## config.mk

```make
export PLATFORM = sky130hd
export DESIGN_NAME = asc_pipe
export DESIGN_NICKNAME = d
export VERILOG_FILES = /design/src/rtl/maf_pkg.sv /design/src/rtl/asc_lane_calc.sv /design/src/rtl/asc_pipe.sv
export SDC_FILE = /design/constraint.sdc
export NUM_CORES = 1
export LEC_CHECK = 0
export CAP_MARGIN = 20
export CORE_MARGIN = 10
export CORE_UTILIZATION = 45
export DETAILED_ROUTE_END_ITERATION = 12
export GPL_TIMING_DRIVEN = 0
export MAX_ROUTING_LAYER = met4
export PLACE_DENSITY = 0.68
export SYNTH_ARGS = -nofsm -noshare
export SYNTH_HDL_FRONTEND = slang
export SYNTH_SLANG_ARGS = --single-unit
```

## constraint.sdc

```tcl
create_clock -name clk -period 3.91 [get_ports clk]
set_input_delay 0.5865 -clock clk [delete_from_list [all_inputs] [get_ports clk]]
set_output_delay 0.5865 -clock clk [all_outputs]
set_load 0.005 [all_outputs]
```

## src/rtl/maf_pkg.sv

```systemverilog
// Shared mode codes and default widths for the MAF alignment-shift datapath.
package maf_pkg;

    localparam logic [2:0] MODE_FUSED = 3'b000;
    localparam logic [2:0] MODE_SPLIT = 3'b001;

    localparam int unsigned DEF_LANES = 2;
    localparam int unsigned DEF_EW    = 7;
    localparam int unsigned DEF_SHW   = 6;

endpackage

```

## src/rtl/asc_lane_calc.sv

```systemverilog
// Combinational clamp and dominance for one exponent difference.
// diff = EA+EB-EC at W+2 bits; shift = diff-OFF clamped to [0, MAX]; d when diff >= DB.
module asc_lane_calc #(
    parameter int unsigned W   = 7,
    parameter int unsigned OFF = 1,
    parameter int unsigned MAX = 37,
    parameter int unsigned DB  = 15,
    parameter int unsigned OW  = 6
) (
    input  logic signed [W+1:0] diff,
    output logic [OW-1:0]       sh,
    output logic                d,
    output logic                sat
);

    localparam logic signed [W+1:0] OFF_S = (W+2)'(OFF);
    localparam logic signed [W+1:0] MAX_S = (W+2)'(MAX);
    localparam logic signed [W+1:0] DB_S  = (W+2)'(DB);

    logic signed [W+1:0] raw;

    always_comb begin
        raw = diff - OFF_S;
        sh  = '0;
        sat = 1'b0;
        d   = (diff >= DB_S);
        if (raw[W+1]) begin
            sh = '0;
        end else if (raw > MAX_S) begin
            sh  = OW'(MAX_S);
            sat = 1'b1;
        end else begin
            sh = OW'(raw);
        end
    end

endmodule

```

## src/rtl/asc_pipe.sv

```systemverilog
// Two-stage alignment-shift calculator with valid/ready flow control.
// S1 registers mode and raw differences; S2 clamps, muxes on mode and holds the outputs.
module asc_pipe
    import maf_pkg::*;
#(
    parameter int unsigned LANES    = DEF_LANES,
    parameter int unsigned EW       = DEF_EW,
    parameter int unsigned SHW      = DEF_SHW,
    parameter int unsigned SH_OFF   = 1,
    parameter int unsigned MAX_SH   = 37,
    parameter int unsigned D_BIAS   = 15,
    parameter int unsigned F_SH_OFF = 100,
    parameter int unsigned F_MAX_SH = 76,
    parameter int unsigned F_D_BIAS = 127
) (
    input  logic                   clk,
    input  logic                   rst,
    input  logic [2:0]             cont,
    input  logic                   in_valid,
    output logic                   in_ready,
    input  logic [LANES*EW-1:0]    E_A,
    input  logic [LANES*EW-1:0]    E_B,
    input  logic [LANES*EW-1:0]    E_C,
    output logic                   out_valid,
    input  logic                   out_ready,
    output logic [LANES*SHW-1:0]   sh_num,
    output logic [LANES-1:0]       d,
    output logic [LANES-1:0]       sat,
    output logic                   mode_err
);

    localparam int unsigned FEW = LANES * EW;
    localparam int unsigned LDW = EW + 2;
    localparam int unsigned FDW = FEW + 2;
    localparam int unsigned OW  = LANES * SHW;

    function automatic logic [LDW-1:0] sx_lane(input logic [EW-1:0] x);
        return {{2{x[EW-1]}}, x};
    endfunction

    function automatic logic [FDW-1:0] sx_fused(input logic [FEW-1:0] x);
        return {{2{x[FEW-1]}}, x};
    endfunction

    logic                        s1_valid;
    logic [2:0]                  s1_mode;
    logic [LANES-1:0][LDW-1:0]   s1_ldiff;
    logic [FDW-1:0]              s1_fdiff;

    logic                        s2_adv_c;
    logic                        s1_adv_c;
    logic [LANES-1:0][LDW-1:0]   ldiff_c;
    logic [FDW-1:0]              fdiff_c;

    logic [OW-1:0]               lsh_c;
    logic [LANES-1:0]            ld_c;
    logic [LANES-1:0]            lsat_c;
    logic [OW-1:0]               fsh_c;
    logic                        fd_c;
    logic                        fsat_c;

    logic [OW-1:0]               nsh_c;
    logic [LANES-1:0]            nd_c;
    logic [LANES-1:0]            nsat_c;
    logic                        nerr_c;

    // Bubbles collapse: a stage advances whenever the one after it can take its contents.
    always_comb begin
        s2_adv_c = !out_valid || out_ready;
        s1_adv_c = !s1_valid || s2_adv_c;
        in_ready = s1_adv_c;
    end

    always_comb begin
        for (int i = 0; i < int'(LANES); i++) begin
            ldiff_c[i] = sx_lane(E_A[i*EW +: EW]) + sx_lane(E_B[i*EW +: EW])
                       - sx_lane(E_C[i*EW +: EW]);
        end
        fdiff_c = sx_fused(E_A) + sx_fused(E_B) - sx_fused(E_C);
    end

    always_ff @(posedge clk) begin
        if (rst) begin
            s1_valid <= 1'b0;
            s1_mode  <= MODE_FUSED;
            s1_ldiff <= '0;
            s1_fdiff <= '0;
        end else if (s1_adv_c) begin
            s1_valid <= in_valid;
            if (in_valid) begin
                s1_mode  <= cont;
                s1_ldiff <= ldiff_c;
                s1_fdiff <= fdiff_c;
            end
        end
    end

    for (genvar g = 0; g < int'(LANES); g++) begin : g_lane
        asc_lane_calc #(
            .W   (EW),
            .OFF (SH_OFF),
            .MAX (MAX_SH),
            .DB  (D_BIAS),
            .OW  (SHW)
        ) u_lane (
            .diff (s1_ldiff[g]),
            .sh   (lsh_c[g*SHW +: SHW]),
            .d    (ld_c[g]),
            .sat  (lsat_c[g])
        );
    end

    asc_lane_calc #(
        .W   (FEW),
        .OFF (F_SH_OFF),
        .MAX (F_MAX_SH),
        .DB  (F_D_BIAS),
        .OW  (OW)
    ) u_fused (
        .diff (s1_fdiff),
        .sh   (fsh_c),
        .d    (fd_c),
        .sat  (fsat_c)
    );

    // Reserved codes pass through as a zero result flagged with mode_err.
    always_comb begin
        nsh_c  = '0;
        nd_c   = '0;
        nsat_c = '0;
        nerr_c = 1'b0;
        case (s1_mode)
            MODE_FUSED: begin
                nsh_c  = fsh_c;
                nd_c   = LANES'(fd_c);
                nsat_c = LANES'(fsat_c);
            end
            MODE_SPLIT: begin
                nsh_c  = lsh_c;
                nd_c   = ld_c;
                nsat_c = lsat_c;
            end
            default: nerr_c = 1'b1;
        endcase
    end

    always_ff @(posedge clk) begin
        if (rst) begin
            out_valid <= 1'b0;
            sh_num    <= '0;
            d         <= '0;
            sat       <= '0;
            mode_err  <= 1'b0;
        end else if (s2_adv_c) begin
            out_valid <= s1_valid;
            if (s1_valid) begin
                sh_num   <= nsh_c;
                d        <= nd_c;
                sat      <= nsat_c;
                mode_err <= nerr_c;
            end
        end
    end

endmodule

```

### Word-level counts from Yosys, hierarchy flattened

Cells that the tools add are included.

* register bits: 56
* input bits: 49
* output and inout port bits: 19
* logic and storage cells: 50

* add/subtract/negate cells: 9
* order comparisons: 6
* eq/ne operators: 1
* mux-type cells: 16
* reductions and logical operators: 8

Operator list (number)
* $mux W12: 2
* $mux W6: 4
* $pmux W12 S2: 1
* $ge A9 B5 Y1 const B: 2
* $gt A9 B7 Y1 const B: 2
* $sub A8 B7 Y9: 2
* $sub A9 B2 Y9 const B: 2
* $add A7 B7 Y8: 2
* $ge A16 B8 Y1 const B: 1
* $gt A16 B8 Y1 const B: 1
* $sub A15 B14 Y16: 1
* $sub A16 B8 Y16 const B: 1
* $add A14 B14 Y15: 1
* $pmux W2 S2: 2
* $mux W1: 7
* $reduce_and A2 Y1: 2
* $eq A3 B1 Y1 const B: 1
* $logic_not A3 Y1: 1
* $logic_not A1 Y1: 2
* $logic_or A1 B1 Y1: 2
* $reduce_or A2 Y1: 1

### Depth between registers and ports, before layout

* word-level depth: 5
* gate-level depth with buffers: 12

### Hierarchy

A second synthesis with hierarchy kept.

* cells, all modules: 588
* area total of the unflattened synthesis: 4559.4 µm²

By module, submodules not included
* asc_pipe: instances 1, cells an instance 409, area an instance 3385.7 µm², sequential area each 980.9 µm²
* asc_lane_calc (g_lane[0].u_lane ...): instances 2, cells an instance 54, area an instance 340.3 µm², sequential area each 0.0 µm²
* asc_lane_calc (u_fused): instances 1, cells an instance 71, area an instance 493.0 µm², sequential area each 0.0 µm²

### Worst setup path before layout

OpenSTA, ideal clock, no wires.

* kind: input to register
* start: input E_A[1]
* end: register s1_fdiff[15]
* library setup time: 0.074 ns
* data arrival time: 2.884 ns
* setup slack: 0.952 ns
* stages on the path: 10
* cells stage by stage: inv_1 > fa_1 > inv_1 > ha_1 > a21o_1 > a21oi_1 > o21ai_0 > a2111oi_0 > o2111ai_1 > a31oi_1

* cells in the longest elaborated chain, start to end: 2

RTL lines
* start: declaration: line asc_pipe.sv:21 `input logic [LANES*EW-1:0] E_A,`
* $add A14 B14 Y15: line asc_pipe.sv:79 `fdiff_c = sx_fused(E_A) + sx_fused(E_B) - sx_fused(E_C);`
* $sub A15 B14 Y16: line asc_pipe.sv:79
* end signal: assignment: line asc_pipe.sv:93 `s1_fdiff <= fdiff_c;`
* end: declaration: line asc_pipe.sv:48 `logic [FDW-1:0] s1_fdiff;`

No other way between the ends.
A chain may end at the register's enable or synchronous reset.

### Final worst setup path

Ends and elaborated chain as after synthesis.

==> run summary <==
CP Class - in -> reg
Clock Power Share - 20.2%
Syn Std Cell Area - 4040 sq um
Placed Instance Area - 4840 sq um
routability congestion estimate - 0.900
Iter 0 DRT Violations - 205
antenna violations before repair - 0
peak supply drop - 0.000196 V
global route overflow - 0
RSZ-0062 raised after global routing - no
final hold vios - 0
TritonCTS Buffers - 5
# fillers - 856
CTS Hold Bufs - 0
Hold Slack - 0.457 ns
Die ar. - 13200 sq um
actual transition at the worst max-transition pin - 0.754 ns
fin. max-slew vios - 0
clk slew on worst S/H paths - 0.09 ns
WL/cell - 14.7 microns
combinational share of power - 47.0%
FF+latch count, synth - 49
FFs w/ async S/R, synth - 0%
Core Box Area - 8720 sq um
status - completed
CP Data Arrival Time - 3.75 ns
number of global-route vias before repair - 3841
Synth area leader - dfxtp_1
Critical Path RT - 4.15 ns
CTS Buffer Depth - 2
CP Launch Type - input pin
top-area cell type share of the netlist area - 24.3%
Synth area leaders - dfxtp_1 24%, ha_1 8.7%, fa_1 7.4%
sw power - 0.000717 W
max cap viols - 0
Rel. slew slack - 49.6%
Main synth FF type - dfxtp_1
DRC Markers - 0
Pint - 0.00115 W
switching share of power - 38.3%
Netlist cell types - 57
# IOs - 68
vias after detailed routing - 3877
most frequent cell after synthesis - inv_1
share of cells above drive strength 1 - 3.15%
gr usage total - 16.3%
die height - 115 microns
Area Growth Syn to Fin - 22.6%
fmax - 285 MHz
Critical Path Fanout Max - 3
Final Util - 56.8%
period utilization - 89.8%
synth warn - 0
Setup-failing EPs final - 0
number of synthesized flops with an enable pin - 0
Leak - 2.08 nW
Die Wd - 115 microns
drt first pass iters - 5
remaining antenna violation count after routing - 0
NumNets Final - 694
cell row count - 34
top post-synthesis cells by count - 72 x inv_1, 49 x dfxtp_1, 49 x nand2_1
clk_lat worst skew - 0.31 ns
Post-Syn Instances - 529
CTS tree - yes
DR vias/cell - 5.45
Post-Syn Area per Cell - 7.64 sq um
Seq pwr share - 32.8%
Post-Route WL - 10.5 mm
hpwl dp - 8.58 mm
post-route minimum period - 3.51 ns
Seq/Total Area, Yosys - 24.3%
Starting Density - 46.4%
first-pass GRT wire length - 17.7 mm
Clock Tree Root - clkbuf_8
TritonCTS Sinks - 49
design area - 4960 sq um
Power Density - 377 nW/um^2
pin count of the biggest net entering global routing - 15
Layout Skew - 0.0129 ns
diodes inserted - 0
endpoint class of the critical path - register
Min-Delay Path Class - reg -> reg
H-tree depth - 2
Synthesized Nets - 621
I/O Buffers - 66
what timing repair did:
item / in CTS / in global routing
setup buffers: 0 / 0
resized for setup: 0 / 1
endpoints found under the setup margin: 0 / 1
hold endpoints to repair: 0 / 0
layout by cell type (no fill, tap or decap), types with 3 or more instances in the layout:
master | netlist | routed
ha_1 | 28 | 28
a211oi_1 | 6 | 6
nand4_1 | 10 | 10
fa_1 | 15 | 15
nor4_1 | 5 | 5
or4_1 | 8 | 8
dfxtp_1 | 49 | 49
o21ai_0 | 27 | 27
nand3_1 | 21 | 21
nor2b_1 | 6 | 6
o211ai_1 | 4 | 4
or3_1 | 6 | 6
inv_1 | 72 | 72
a21o_1 | 7 | 7
nand2b_1 | 5 | 5
nor2_1 | 28 | 28
xnor2_1 | 13 | 13
nor3_1 | 9 | 9
nand2_1 | 49 | 49
buf_6 | 4 | 4
o31ai_1 | 3 | 3
and3_1 | 6 | 6
nor3b_1 | 5 | 5
clkdlybuf4s50_1 | 0 | 66
clkbuf_1 | 21 | 22
a21oi_1 | 47 | 47
nand3b_1 | 5 | 5
xor2_1 | 6 | 6
o21a_1 | 9 | 9
clkbuf_8 | 0 | 6
a31oi_1 | 10 | 10
worst paths after layout:
kind                                  start           end  slack [ns]  cells past startpoint
worst max-delay path                 E_A[1]  s1_fdiff[15]        0.40                     11
worst min-delay path              sh_num[9]     sh_num[9]        0.46                      2
worst max register to register  s1_ldiff[2]     sh_num[3]        1.23                      9
worst min register to register    sh_num[9]     sh_num[9]        0.46                      2
power groups by stage:
stage	registers (W)	clock network (W)	logic [W]
CTS	0.000611	0.000384	0.000881
floorplan	0.000607	0	0.000645
global placement	0.000620	0	0.000857
global route	0.000620	0.000399	0.00100
detailed placement	0.000623	0	0.000875
finish	0.000613	0.000378	0.000880
metal layers:
metal  vias to the layer above  routed length [microns]  track usage, %
met1                      1742                     4910            20.7
met4                         0                      100            3.71
met3                        11                      652            2.76
li1                       2005                        -               -
met5                         -                        0               -
met2                       119                     4820            26.4
sequential cells by signal (all words and copies together) (netlist names):
name and count:
s1_ldiff 18, sh_num 12, s1_fdiff 9, s1_mode 3, d 2, sat 2, mode_err 1, out_valid 1
s1_valid 1
stage by stage:
stage | TNS [ns] | worst slack [ns] | cells | total power [W]
finish | 0 | 0.400 | 711 | 0.00187
global route | 0 | 0.174 | 711 | 0.00202
CTS | 0 | 0.212 | 711 | 0.00188
detailed placement | -0.112 | -0.0883 | 703 | 0.00150
global placement | -0.0969 | -0.0798 | 703 | 0.00148
floorplan | 0 | 0.952 | 529 | 0.00125
worst max-delay path, stage by stage:
cell	delay (ns)
clkdlybuf4s50_1	0.45
inv_1	0.05
fa_1	0.58
inv_1	0.05
ha_1	0.28
a21o_1	0.18
a21oi_1	0.27
o21ai_0	0.22
a2111oi_1	0.71
o2111ai_1	0.17
a31oi_1	0.19
cell type report:
type,instances,area [sq um],area share [%]
well taps,108,135,2.73
clock buffers,7,86.3,1.74
repair buffers,66,661,13.3
inverters,72,270,5.45
flip-flops and latches,49,981,19.8
multi-input cells,379,2650,53.5
clock inverters,1,30.0,0.606
plain buffers,29,141,2.85
cell families (layout without fill, tap and decap cells):
group / count (synthesis) / in the layout / share of synthesized area (%)
flops: 49 / 49 / 24.3
compound gates: 140 / 140 / 21.9
fa+ha+maj: 43 / 43 / 16.1
xor+xnor: 19 / 19 / 4.12
buf+inv: 101 / 175 / 10.2
simple gates: 177 / 177 / 23.5
No activity file was read; power rests on OpenSTA's default activity.
